`config.mk`:
```
export PLATFORM = sky130hd
export DESIGN_NAME = scan_sequencer
export DESIGN_NICKNAME = d
export VERILOG_FILES = /design/src/rtl/scan_sequencer.sv
export SDC_FILE = /design/constraint.sdc
export NUM_CORES = 1
export LEC_CHECK = 0
export CORE_ASPECT_RATIO = 0.9
export CORE_MARGIN = 4
export CORE_UTILIZATION = 49
export CTS_CLUSTER_SIZE = 40
export DETAILED_ROUTE_END_ITERATION = 8
export GPL_ROUTABILITY_DRIVEN = 0
export PLACE_DENSITY = 0.74
export SKIP_CTS_REPAIR_TIMING = 1
export SYNTH_ARGS = -nofsm -noshare
export SYNTH_HDL_FRONTEND = slang
export SYNTH_SLANG_ARGS = --single-unit
```
`constraint.sdc`:
```
create_clock -name clk -period 1.77 [get_ports clk]
set_input_delay 0.2655 -clock clk [delete_from_list [all_inputs] [get_ports clk]]
set_output_delay 0.2655 -clock clk [all_outputs]
set_load 0.01 [all_outputs]
```
`src/rtl/scan_sequencer.sv`:
```
// 4-bit scan index generator with prescaled auto-advance, single-step and optional ping-pong sweep.
// Optional feature: define SCAN_BOUNCE_EN to honour the bounce input (ping-pong mode).
module scan_sequencer #(
    parameter int DIV_W = 24
) (
    input  logic             clk,
    input  logic             rst,
    input  logic             run,
    input  logic             step,
    input  logic             dir,
    input  logic             bounce,
    input  logic [DIV_W-1:0] div,
    output logic [3:0]       idx,
    output logic             tick,
    output logic             wrap
);

    typedef enum logic {
        ST_STOP = 1'b0,
        ST_RUN  = 1'b1
    } state_t;

    localparam logic [DIV_W-1:0] PC_ONE = {{(DIV_W-1){1'b0}}, 1'b1};

    state_t           state_q, state_d;
    logic [DIV_W-1:0] pc_q, pc_d;
    logic             step_q, step_d;
    logic [3:0]       idx_q, idx_d;
    logic             tick_q, tick_d;
    logic             wrap_q, wrap_d;
    logic             adv;
    logic             up;
    logic             bmode;

`ifdef SCAN_BOUNCE_EN
    logic bnc_q, bnc_d;
    logic bd_q, bd_d;
    logic bnc_enter;
    logic dir_eff;
`else
    logic bounce_unused;
    assign bounce_unused = bounce;
`endif

    always_comb begin
        state_d = run ? ST_RUN : ST_STOP;
        step_d  = step;
        pc_d    = '0;
        adv     = 1'b0;

        if (state_q == ST_RUN) begin
            // >= so a div lowered below the running count fires at once
            if (pc_q >= div) begin
                adv = 1'b1;
            end else begin
                pc_d = pc_q + PC_ONE;
            end
        end else if (step && !step_q) begin
            adv = 1'b1;
        end

        up    = ~dir;
        bmode = 1'b0;
`ifdef SCAN_BOUNCE_EN
        bnc_d     = bounce;
        bd_d      = bd_q;
        bnc_enter = bounce & ~bnc_q;
        dir_eff   = bnc_enter ? dir : bd_q;
        if (bounce) begin
            bmode = 1'b1;
            if (idx_q == 4'd0) begin
                up = 1'b1;
            end else if (idx_q == 4'd15) begin
                up = 1'b0;
            end else begin
                up = ~dir_eff;
            end
            if (bnc_enter) begin
                bd_d = dir;
            end
        end
`endif

        idx_d  = idx_q;
        tick_d = adv;
        wrap_d = 1'b0;
        if (adv) begin
            idx_d = up ? (idx_q + 4'd1) : (idx_q - 4'd1);
            if (bmode) begin
                wrap_d = (idx_d == 4'd0) || (idx_d == 4'd15);
`ifdef SCAN_BOUNCE_EN
                if (idx_d == 4'd15) begin
                    bd_d = 1'b1;
                end else if (idx_d == 4'd0) begin
                    bd_d = 1'b0;
                end else begin
                    bd_d = ~up;
                end
`endif
            end else begin
                wrap_d = up ? (idx_q == 4'd15) : (idx_q == 4'd0);
            end
        end
    end

    always_ff @(posedge clk or posedge rst) begin
        if (rst) begin
            state_q <= ST_STOP;
            pc_q    <= '0;
            step_q  <= 1'b0;
            idx_q   <= 4'd0;
            tick_q  <= 1'b0;
            wrap_q  <= 1'b0;
        end else begin
            state_q <= state_d;
            pc_q    <= pc_d;
            step_q  <= step_d;
            idx_q   <= idx_d;
            tick_q  <= tick_d;
            wrap_q  <= wrap_d;
        end
    end

`ifdef SCAN_BOUNCE_EN
    always_ff @(posedge clk or posedge rst) begin
        if (rst) begin
            bnc_q <= 1'b0;
            bd_q  <= 1'b0;
        end else begin
            bnc_q <= bnc_d;
            bd_q  <= bd_d;
        end
    end
`endif

    assign idx  = idx_q;
    assign tick = tick_q;
    assign wrap = wrap_q;

endmodule

```
==> results of run 1 <==
## logic make-up after synthesis
group	after synthesis	share of synthesized area, %
AND/OR/NAND/NOR	89	22.19
AO/OA/AOI/OAI	35	11.43
buffers and inverters	34	5.797
flip-flops	32	35.67
adder cells (fa/ha/maj)	28	15.94
XOR/XNOR	23	8.974
## power by group
part	switching [mW]	internal, mW
combinational	0.288	0.352
clock	0.272	0.317
sequential	0.0408	0.774
total	0.601	1.44
## worst max-delay path, stage by stage
cell and delay [ns]:
clkdlybuf4s50_1 0.48, inv_1 0.04, ha_1 0.26, nand4_1 0.16, nor4_4 0.32, or3b_1 0.39, o41a_1 0.38, nand4b_1 0.09
## cell usage in the layout, fill, tap and decap left out, types with 4 or more instances in the layout
| cell | n |
|---|---|
| a21oi_1 | 12 |
| and3_1 | 4 |
| and4_1 | 6 |
| buf_4 | 46 |
| clkbuf_8 | 6 |
| clkdlybuf4s50_1 | 24 |
| dfrtp_1 | 31 |
| dlymetal6s2s_1 | 10 |
| ha_1 | 12 |
| ha_4 | 15 |
| inv_1 | 23 |
| inv_2 | 8 |
| nand2_1 | 12 |
| nand3_1 | 8 |
| nand4_1 | 9 |
| nor2_1 | 9 |
| nor2_2 | 16 |
| nor2_4 | 5 |
| nor3_1 | 6 |
| o21ai_0 | 4 |
| xnor2_1 | 10 |
| xor2_1 | 13 |
## per-layer routing
layer	vias to the layer above	GRT usage (%)	wire length, um
met5	-	0	0
met4	0	5.153	54
met2	40	32.52	2799
li1	1020	-	-
met1	990	25.73	2599
met3	6	5.211	198
## sequential cells by signal, indices dropped and copies added (netlist names)
name and count:
tick 1, idx 4, state_q 1, step_q 1, wrap 1, pc_q 24
## cell type report
cell class	instances	area (um^2)	share of cell area, %
repair buffers	84	759.5	21.76
well taps	62	77.57	2.222
flip-flops and latches	32	802.0	22.97
clock buffers	8	90.09	2.581
multi-input cells	175	1639	46.95
inverters	32	122.6	3.513
## through the flow
stage | util [%] | setup TNS (ns) | power, mW | instance area [um^2] | setup slack [ns]
after floorplan | - | -2.538 | 1.104 | 2333 | -0.1453
after global placement | 69.03 | -15.76 | 1.389 | 3059 | -0.6195
after detailed placement | 69.03 | -16.89 | 1.404 | 3059 | -0.6602
after CTS | 71.06 | -8.164 | 2.001 | 3149 | -0.3792
after global routing | 78.77 | -10.85 | 2.158 | 3491 | -0.4776
final | 78.77 | -8.509 | 2.044 | 3491 | -0.3884
## worst paths after layout
kind / startpoint / endpoint / slack, ns / cells past startpoint
setup / recovery: div[12] / idx[3] / -0.39 / 8
hold / removal: rst / pc_q[23] / 0.37 / 3
setup reg to reg: pc_q[11] / idx[3] / -0.36 / 6
hold reg to reg: pc_q[0] / pc_q[0] / 0.58 / 2
max in group asynchronous: rst / pc_q[11] / 1.07 / 3
min in group clk: run / state_q / 0.41 / 1
==> flow_summary_export.csv, run 1 <==
group,metric,value,unit
timing,drv_slew,0,
placement,post-place-cells,379,
global_route,grt_pass1_wl,8928,um
detailed_routing,drc,0,
synthesis,syn_area_per_cell,9.314,um^2
detailed_routing,drt-total-wl,5652,um
synthesis,synth-seq-cells,32,
synthesis,yosysTopAreaCellShare,35.67,%
detailed_routing,antenna_left,0,
clock_network,root_buffer,"clkbuf_8",
cells_and_area,nets,388,
synthesis,async_reset_ff_share,100.0,%
die,die_y,72.21,um
synthesis,ys_top_cells_by_count,"32 x dfrtp_1, 32 x inv_1, 30 x nor2_1, 27 x ha_1",
power,power.leakage,1.591,nW
hold_path,hold_path.class,"primary input to asynchronous set/reset pin",
critical_path,worstPathRequired,1.99,ns
synthesis,syn_inst,241,
synthesis,synth_area_leader_cell,"dfrtp_1",
cells_and_area,n_fill_cell,311,
cells_and_area,n_antenna_cell,0,
timing,setup_viol,30,
die,ios,36,
die,start_util,50.65,%
detailed_routing,wl_per_cell,14.38,um
synthesis,synth_flop_cell,"dfrtp_1",
timing,slew_headroom,72.14,%
timing,holdWs,0.3651,ns
synthesis,yosys_warnings,0,
timing,tightest_slew,0.4180,ns
clock_network,cts_buffers,5,
clock_network,cts_buffer_depth,2,
global_route,grt_usage,19.67,%
detailed_routing,via_count,2056,
global_route,grt_pass1_vias,2011,
cells_and_area,area_growth,55.52,%
clock_network,clkTransAtPathRegs,0.07,ns
clock_network,cts_max_level,2,
timing,hold_viol,0,
synthesis,synth.area.top_cells,"dfrtp_1 36%, ha_1 15%, inv_1 5.4%",
global_route,grt_max_degree,33,
run_status,failed_checks,"setup timing",
cells_and_area,drive_above_1_share,34.74,%
detailed_routing,routed_via_density,5.232,
synthesis,ys_seq_area_share,35.67,%
synthesis,ys_types,43,
power,max-vdd-ir-drop,714.3,uV
die,die_area,0.005730,mm^2
flow_run,drv_cap,0,
timing,fmax,0.4633,GHz
detailed_routing,drt-initial-drc-count,71,
detailed_routing,drtPass1Iterations,4,
timing,layout_min_cycle_time,2.158,ns
placement,io_buffer_count,34,
critical_path,crit_path_end_kind,"register",
critical_path,cp-start-kind,"primary input",
placement,dp_hpwl,3924,um
global_route,overflow,0,
synthesis,synth.cell_area,0.002245,mm^2
critical_path,path_class,"primary input to register",
die,core-area,0.004432,mm^2
run_status,status,"finished with violations",
clock_network,cts_tree,"done",
global_route,antenna_found_initial,0,
synthesis,synth_nets,299,
timing,fin_ws,-0.3884,ns
timing,fin_crit_sh,121.9,%
timing,rsz0062_at_grt,"yes",
clock_network,clk_latency,0.29,ns
clock_network,cts_num_sinks,32,
power,power_density,585.6,mW/mm^2
cells_and_area,post_layout_nonfiller_instances,393,
die,rows,23,
synthesis,synth_edf_count,0,
timing,skew,0.005721,ns
die,die_width,79.35,um
critical_path,cp_max_fo,3,
critical_path,worstPathArrival,2.38,ns
Note: power is estimated with default switching activity, not from simulation.
==> run 2: changes to the inputs <==
--- a/config.mk
+++ b/config.mk
@@ -7,11 +7,11 @@
 export LEC_CHECK = 0
 export CORE_ASPECT_RATIO = 0.9
 export CORE_MARGIN = 4
-export CORE_UTILIZATION = 49
+export CORE_UTILIZATION = 50
 export CTS_CLUSTER_SIZE = 40
 export DETAILED_ROUTE_END_ITERATION = 8
 export GPL_ROUTABILITY_DRIVEN = 0
-export PLACE_DENSITY = 0.74
+export PLACE_DENSITY = 0.72
 export SKIP_CTS_REPAIR_TIMING = 1
 export SYNTH_ARGS = -nofsm -noshare
 export SYNTH_HDL_FRONTEND = slang
==> constraint.sdc (replaced) <==
create_clock -name clk -period 2.4 [get_ports clk]
set_input_delay 0.36 -clock clk [delete_from_list [all_inputs] [get_ports clk]]
set_output_delay 0.36 -clock clk [all_outputs]
set_load 0.01 [all_outputs]
==> run 2 against run 1 <==
Effect of this change:
- the run now ends clean
- wire length is 24% lower
- combinational power is 48% lower
- critical path depth is 2 higher
- first-iteration DRC count is 93% higher
- global-route usage is 3.0 points lower
- sequential power is 24% lower
- cell count is 10% lower
- clock power is 29% lower
- clock skew is 0.0013 ns lower
- via count is 11% lower
- largest power group unchanged
==> flow_summary_export.csv, run 2 (synthesized netlist as in run 1, its figures left out) <==
group,metric,value,unit
run_status,status,"finished clean",
cells_and_area,top_register,"pc_q",
clock_network,cts_buffer_depth,2,
global_route,overflow,0,
clock_network,cts_num_sinks,32,
timing,slew_headroom,52.16,%
timing,rsz0062_at_grt,"no",
detailed_routing,drc,0,
cells_and_area,design_area,0.002845,mm^2
clock_network,cts_max_level,2,
hold_path,hold_path.class,"primary input to asynchronous set/reset pin",
placement,io_buffer_count,34,
critical_path,cp-start-kind,"primary input",
die,die_width,78.63,um
cells_and_area,n_antenna_cell,0,
die,ios,36,
placement,dp_hpwl,3284,um
clock_network,cts_tree,"done",
timing,drv_slew,0,
critical_path,r2r_cells,8,
clock_network,root_buffer,"clkbuf_8",
power,max-vdd-ir-drop,455.2,uV
cells_and_area,mostFrequentLayoutCell,"clkdlybuf4s50_1",
global_route,grt_usage,16.63,%
cells_and_area,largest_register_ffs,24,
die,core-area,0.004212,mm^2
cells_and_area,drive_above_1_share,8.532,%
critical_path,worstPathArrival,2.43,ns
critical_path,path_class,"primary input to register",
die,rows,22,
global_route,antenna_found_initial,0,
clock_network,cts_buffers,5,
detailed_routing,drt-initial-drc-count,137,
timing,holdWs,0.4522,ns
cells_and_area,multi_input_area,0.001314,mm^2
global_route,grt_pass1_wl,7541,um
timing,hold_viol,0,
critical_path,timing.rr.start,"pc_q[19]",
cells_and_area,area_growth,26.76,%
critical_path,cp_max_fo,4,
detailed_routing,drt-total-wl,4277,um
power,power_density,482.3,mW/mm^2
flow_run,drv_cap,0,
die,die_y,71.57,um
critical_path,reg2reg_to,"idx[0]",
critical_path,crit_path_end_kind,"register",
cells_and_area,n_fill_cell,366,
timing,layout_min_cycle_time,2.279,ns
timing,tightest_slew,0.7176,ns
clock_network,clkTransAtPathRegs,0.07,ns
detailed_routing,antenna_left,0,
clock_network,clk_latency,0.28,ns
power,total_power,1.372,mW
timing,fin_crit_sh,94.94,%
die,die_area,0.005627,mm^2
cells_and_area,post_layout_nonfiller_instances,353,
critical_path,worstPathRequired,2.56,ns
cells_and_area,seq_area,800.8,um^2
detailed_routing,via_count,1824,
detailed_routing,wl_per_cell,12.12,um
power,power.leakage,1.345,nW
placement,placed_cell_area,0.002753,mm^2
timing,skew,0.004462,ns
detailed_routing,routed_via_density,5.167,
detailed_routing,drtPass1Iterations,4,
cells_and_area,layout_common_cells,"34 x clkdlybuf4s50_1, 32 x inv_1, 32 x dfrtp_1, 30 x nor2_1, 27 x ha_1",
global_route,grt_pass1_vias,1707,
cells_and_area,nets,350,
global_route,grt_max_degree,33,
critical_path,reg2reg_setup_slack,0.27,ns
timing,setup_viol,0,
timing,fmax,0.4389,GHz
placement,post-place-cells,345,
die,start_util,53.30,%
[run 2: cell types whose count changed in the layout (fill, tap and decap cells not counted), sizes merged]
cell / change
clkbuf: -2
clkdlybuf4s50: +10
dlymetal6s2s: -10
buf: -38
clkinv: +2
[run 2: metrics by stage]
stage | TNS (ns) | setup WS, ns | utilization [%]
detailed placement | -3.152 | -0.1493 | 65.36
global placement | -2.004 | -0.1290 | 65.36
floorplan | 0 | 0.4387 | -
CTS | 0 | 0.1412 | 67.56
finish | 0 | 0.1214 | 67.56
global route | 0 | 0.01245 | 67.56
[run 2: worst max-delay path by stage]
stage                     startpoint  endpoint  cells past startpoint
after global routing         div[23]    idx[2]                      8
after floorplan             pc_q[19]    idx[3]                      6
final                        div[23]    idx[0]                     10
after detailed placement     div[23]    idx[2]                      8
after CTS                    div[23]    idx[3]                      8
after global placement       div[23]    idx[3]                      8
[run 2: power by group]
group	leakage [nW]	internal (mW)	switching [mW]
clock	0.0510	0.228	0.190
sequential	0.429	0.571	0.0478
combinational	0.865	0.183	0.153
[run 2: cell type report]
cell class | instances | area share (%)
Clock buffer | 6 | 2.902
Clock inverter | 2 | 0.3518
Tap cell | 60 | 2.639
Multi-Input combinational cell | 175 | 46.17
Inverter | 32 | 4.222
Sequential cell | 32 | 28.14
Timing Repair Buffer | 46 | 15.57
[run 2: critical path, cell delays in order]
cell and delay [ns]:
clkdlybuf4s50_1 0.45, inv_1 0.04, ha_1 0.34, nand4_4 0.13, buf_4 0.12, nor2_1 0.04
a22oi_1 0.43, o211ai_2 0.24, buf_4 0.18, o2bb2ai_1 0.11
[run 2: routing by layer]
layer | vias up | global-route usage (%) | part of all wire [%]
li1 | 950 | - | -
met1 | 831 | 23.40 | 52
met2 | 34 | 24.98 | 42
met3 | 9 | 3.392 | 4.1
met4 | 0 | 6.796 | 2.2
met5 | - | 0 | 0
==> run 3: changes to the inputs <==
==> constraint.sdc (replaced) <==
create_clock -name clk -period 2.62 [get_ports clk]
set_input_delay 0.393 -clock clk [delete_from_list [all_inputs] [get_ports clk]]
set_output_delay 0.393 -clock clk [all_outputs]
set_load 0.01 [all_outputs]
==> run 3 against run 2 <==
Effect of this change:
- worst hold slack better by 0.041 ns
- critical path depth is 2 lower
- core utilization is 1.1 points lower
- global-route usage is 0.55 points lower
- cell area is 1.6% lower
- cell count is 1.7% lower
- largest cell class unchanged
- largest power group unchanged
==> flow_summary_export.csv, run 3 (synthesized netlist as in run 1, its figures left out) <==
group,metric,value,unit
timing,layout_min_cycle_time,2.273,ns
run_status,status,"finished clean",
clock_network,root_buffer,"clkbuf_8",
timing,skew,0.004582,ns
placement,dp_hpwl,3302,um
cells_and_area,utilization,66.49,%
power,total_power,1.253,mW
detailed_routing,drc,0,
cells_and_area,n_fill_cell,351,
detailed_routing,routed_via_density,5.193,
die,start_util,53.30,%
timing,tightest_slew,0.7429,ns
clock_network,cts_num_sinks,32,
detailed_routing,drtPass1Iterations,4,
timing,hold_viol,0,
global_route,overflow,0,
cells_and_area,multi_input_area,0.001314,mm^2
timing,fmax,0.4400,GHz
global_route,top_usage_layer,"met2",
critical_path,worstPathArrival,2.49,ns
detailed_routing,wl_per_cell,12.29,um
critical_path,crit_path_end_kind,"register",
timing,setup_viol,0,
clock_network,cts_buffers,5,
clock_network,cts_tree,"done",
die,die_width,78.63,um
cells_and_area,drive_above_1_share,6.620,%
critical_path,worstPathRequired,2.84,ns
global_route,grt_max_degree,33,
hold_path,hold_path.class,"primary input to asynchronous set/reset pin",
timing,slew_headroom,50.47,%
detailed_routing,drt-initial-drc-count,74,
cells_and_area,n_antenna_cell,0,
critical_path,worst-path-buf-inv,2,
timing,fin_tns_setup,0,ns
die,die_y,71.57,um
global_route,use_met1,21.87,%
timing,drv_slew,0,
global_route,grt_pass1_wl,7231,um
global_route,antenna_found_initial,0,
cells_and_area,mostFrequentLayoutCell,"clkdlybuf4s50_1",
cells_and_area,seq_area,800.8,um^2
cells_and_area,largest_register_ffs,24,
global_route,grtUsageMet2,25.16,%
global_route,use_met3,4.020,%
power,power_density,447.4,mW/mm^2
power,max-vdd-ir-drop,403.2,uV
die,ios,36,
clock_network,clk_latency,0.28,ns
timing,holdWs,0.4933,ns
clock_network,clkTransAtPathRegs,0.07,ns
critical_path,cpMaxStageDelayCell,"clkdlybuf4s50_1",
timing,fin_crit_sh,86.75,%
clock_network,cts_max_level,2,
clock_network,cts_buffer_depth,2,
critical_path,path_class,"primary input to register",
die,rows,22,
detailed_routing,antenna_left,0,
critical_path,critical-path-top-delay-family,"simple AND/OR/NAND/NOR gates",
detailed_routing,drt-total-wl,4266,um
power,power.leakage,1.318,nW
cells_and_area,layout_common_cells,"34 x clkdlybuf4s50_1, 32 x inv_1, 32 x dfrtp_1, 30 x nor2_1, 27 x ha_1",
cells_and_area,nets,344,
cells_and_area,area_growth,24.75,%
critical_path,slowest_delay,0.46,ns
global_route,grt_pass1_vias,1670,
global_route,grt_usage,16.08,%
timing,rsz0062_at_grt,"no",
die,core-area,0.004212,mm^2
critical_path,cp-start-kind,"primary input",
critical_path,crit_chain,"clkdlybuf4s50_1, inv_1, ha_1, nand4_2, nor4_4, or3b_1, o41a_1, nand4b_1",
cells_and_area,top_register,"pc_q",
detailed_routing,via_count,1802,
critical_path,cp_max_fo,3,
placement,io_buffer_count,34,
die,die_area,0.005627,mm^2
flow_run,drv_cap,0,
-- run 3: per-layer routing --
layer	up-vias	part of all wire [%]
met1	829	51
met4	0	0.54
met2	37	44
met5	-	0
met3	2	4.5
li1	934	-
-- run 3: layout make-up --
type                            count  share of cell area [%]
Clock buffer                        6                   2.949
Clock inverter                      2                  0.3575
Inverter                           32                   4.290
Multi-Input combinational cell    175                   46.92
Sequential cell                    32                   28.60
Tap cell                           60                   2.681
Timing Repair Buffer               40                   14.21
-- run 3: power breakdown --
| part | switching [mW] | total (mW) | internal, mW |
|---|---|---|---|
| Combinational | 0.136 | 0.299 | 0.163 |
| Sequential | 0.0453 | 0.568 | 0.523 |
| Clock | 0.176 | 0.385 | 0.209 |
| Total | 0.357 | 1.25 | 0.896 |
-- run 3: through the flow --
stage	setup WS, ns	cells	cell area (um^2)
floorplan	0.6375	241	2245
global placement	0.05754	339	2708
detailed placement	0.03277	339	2708
CTS	0.3293	347	2800
global route	0.1811	347	2800
finish	0.3472	347	2800
-- run 3: worst reg2reg max path, cell delays in order (launching register included) --
cell and delay (ns):
dfrtp_1 0.44, ha_1 0.35, nand4_2 0.16, nor4_4 0.35, or3b_1 0.38, o41a_1 0.31, nand4b_1 0.09
-- run 3: worst paths after layout --
kind	startpoint	end	slack [ns]	cells after the start
max	div[19]	idx[3]	0.35	8
min	rst	tick	0.49	3
max reg2reg	pc_q[19]	idx[3]	0.48	6
min reg2reg	pc_q[0]	pc_q[0]	0.55	1
max in group asynchronous	rst	pc_q[13]	1.83	3
min in group clk	pc_q[0]	pc_q[0]	0.55	1
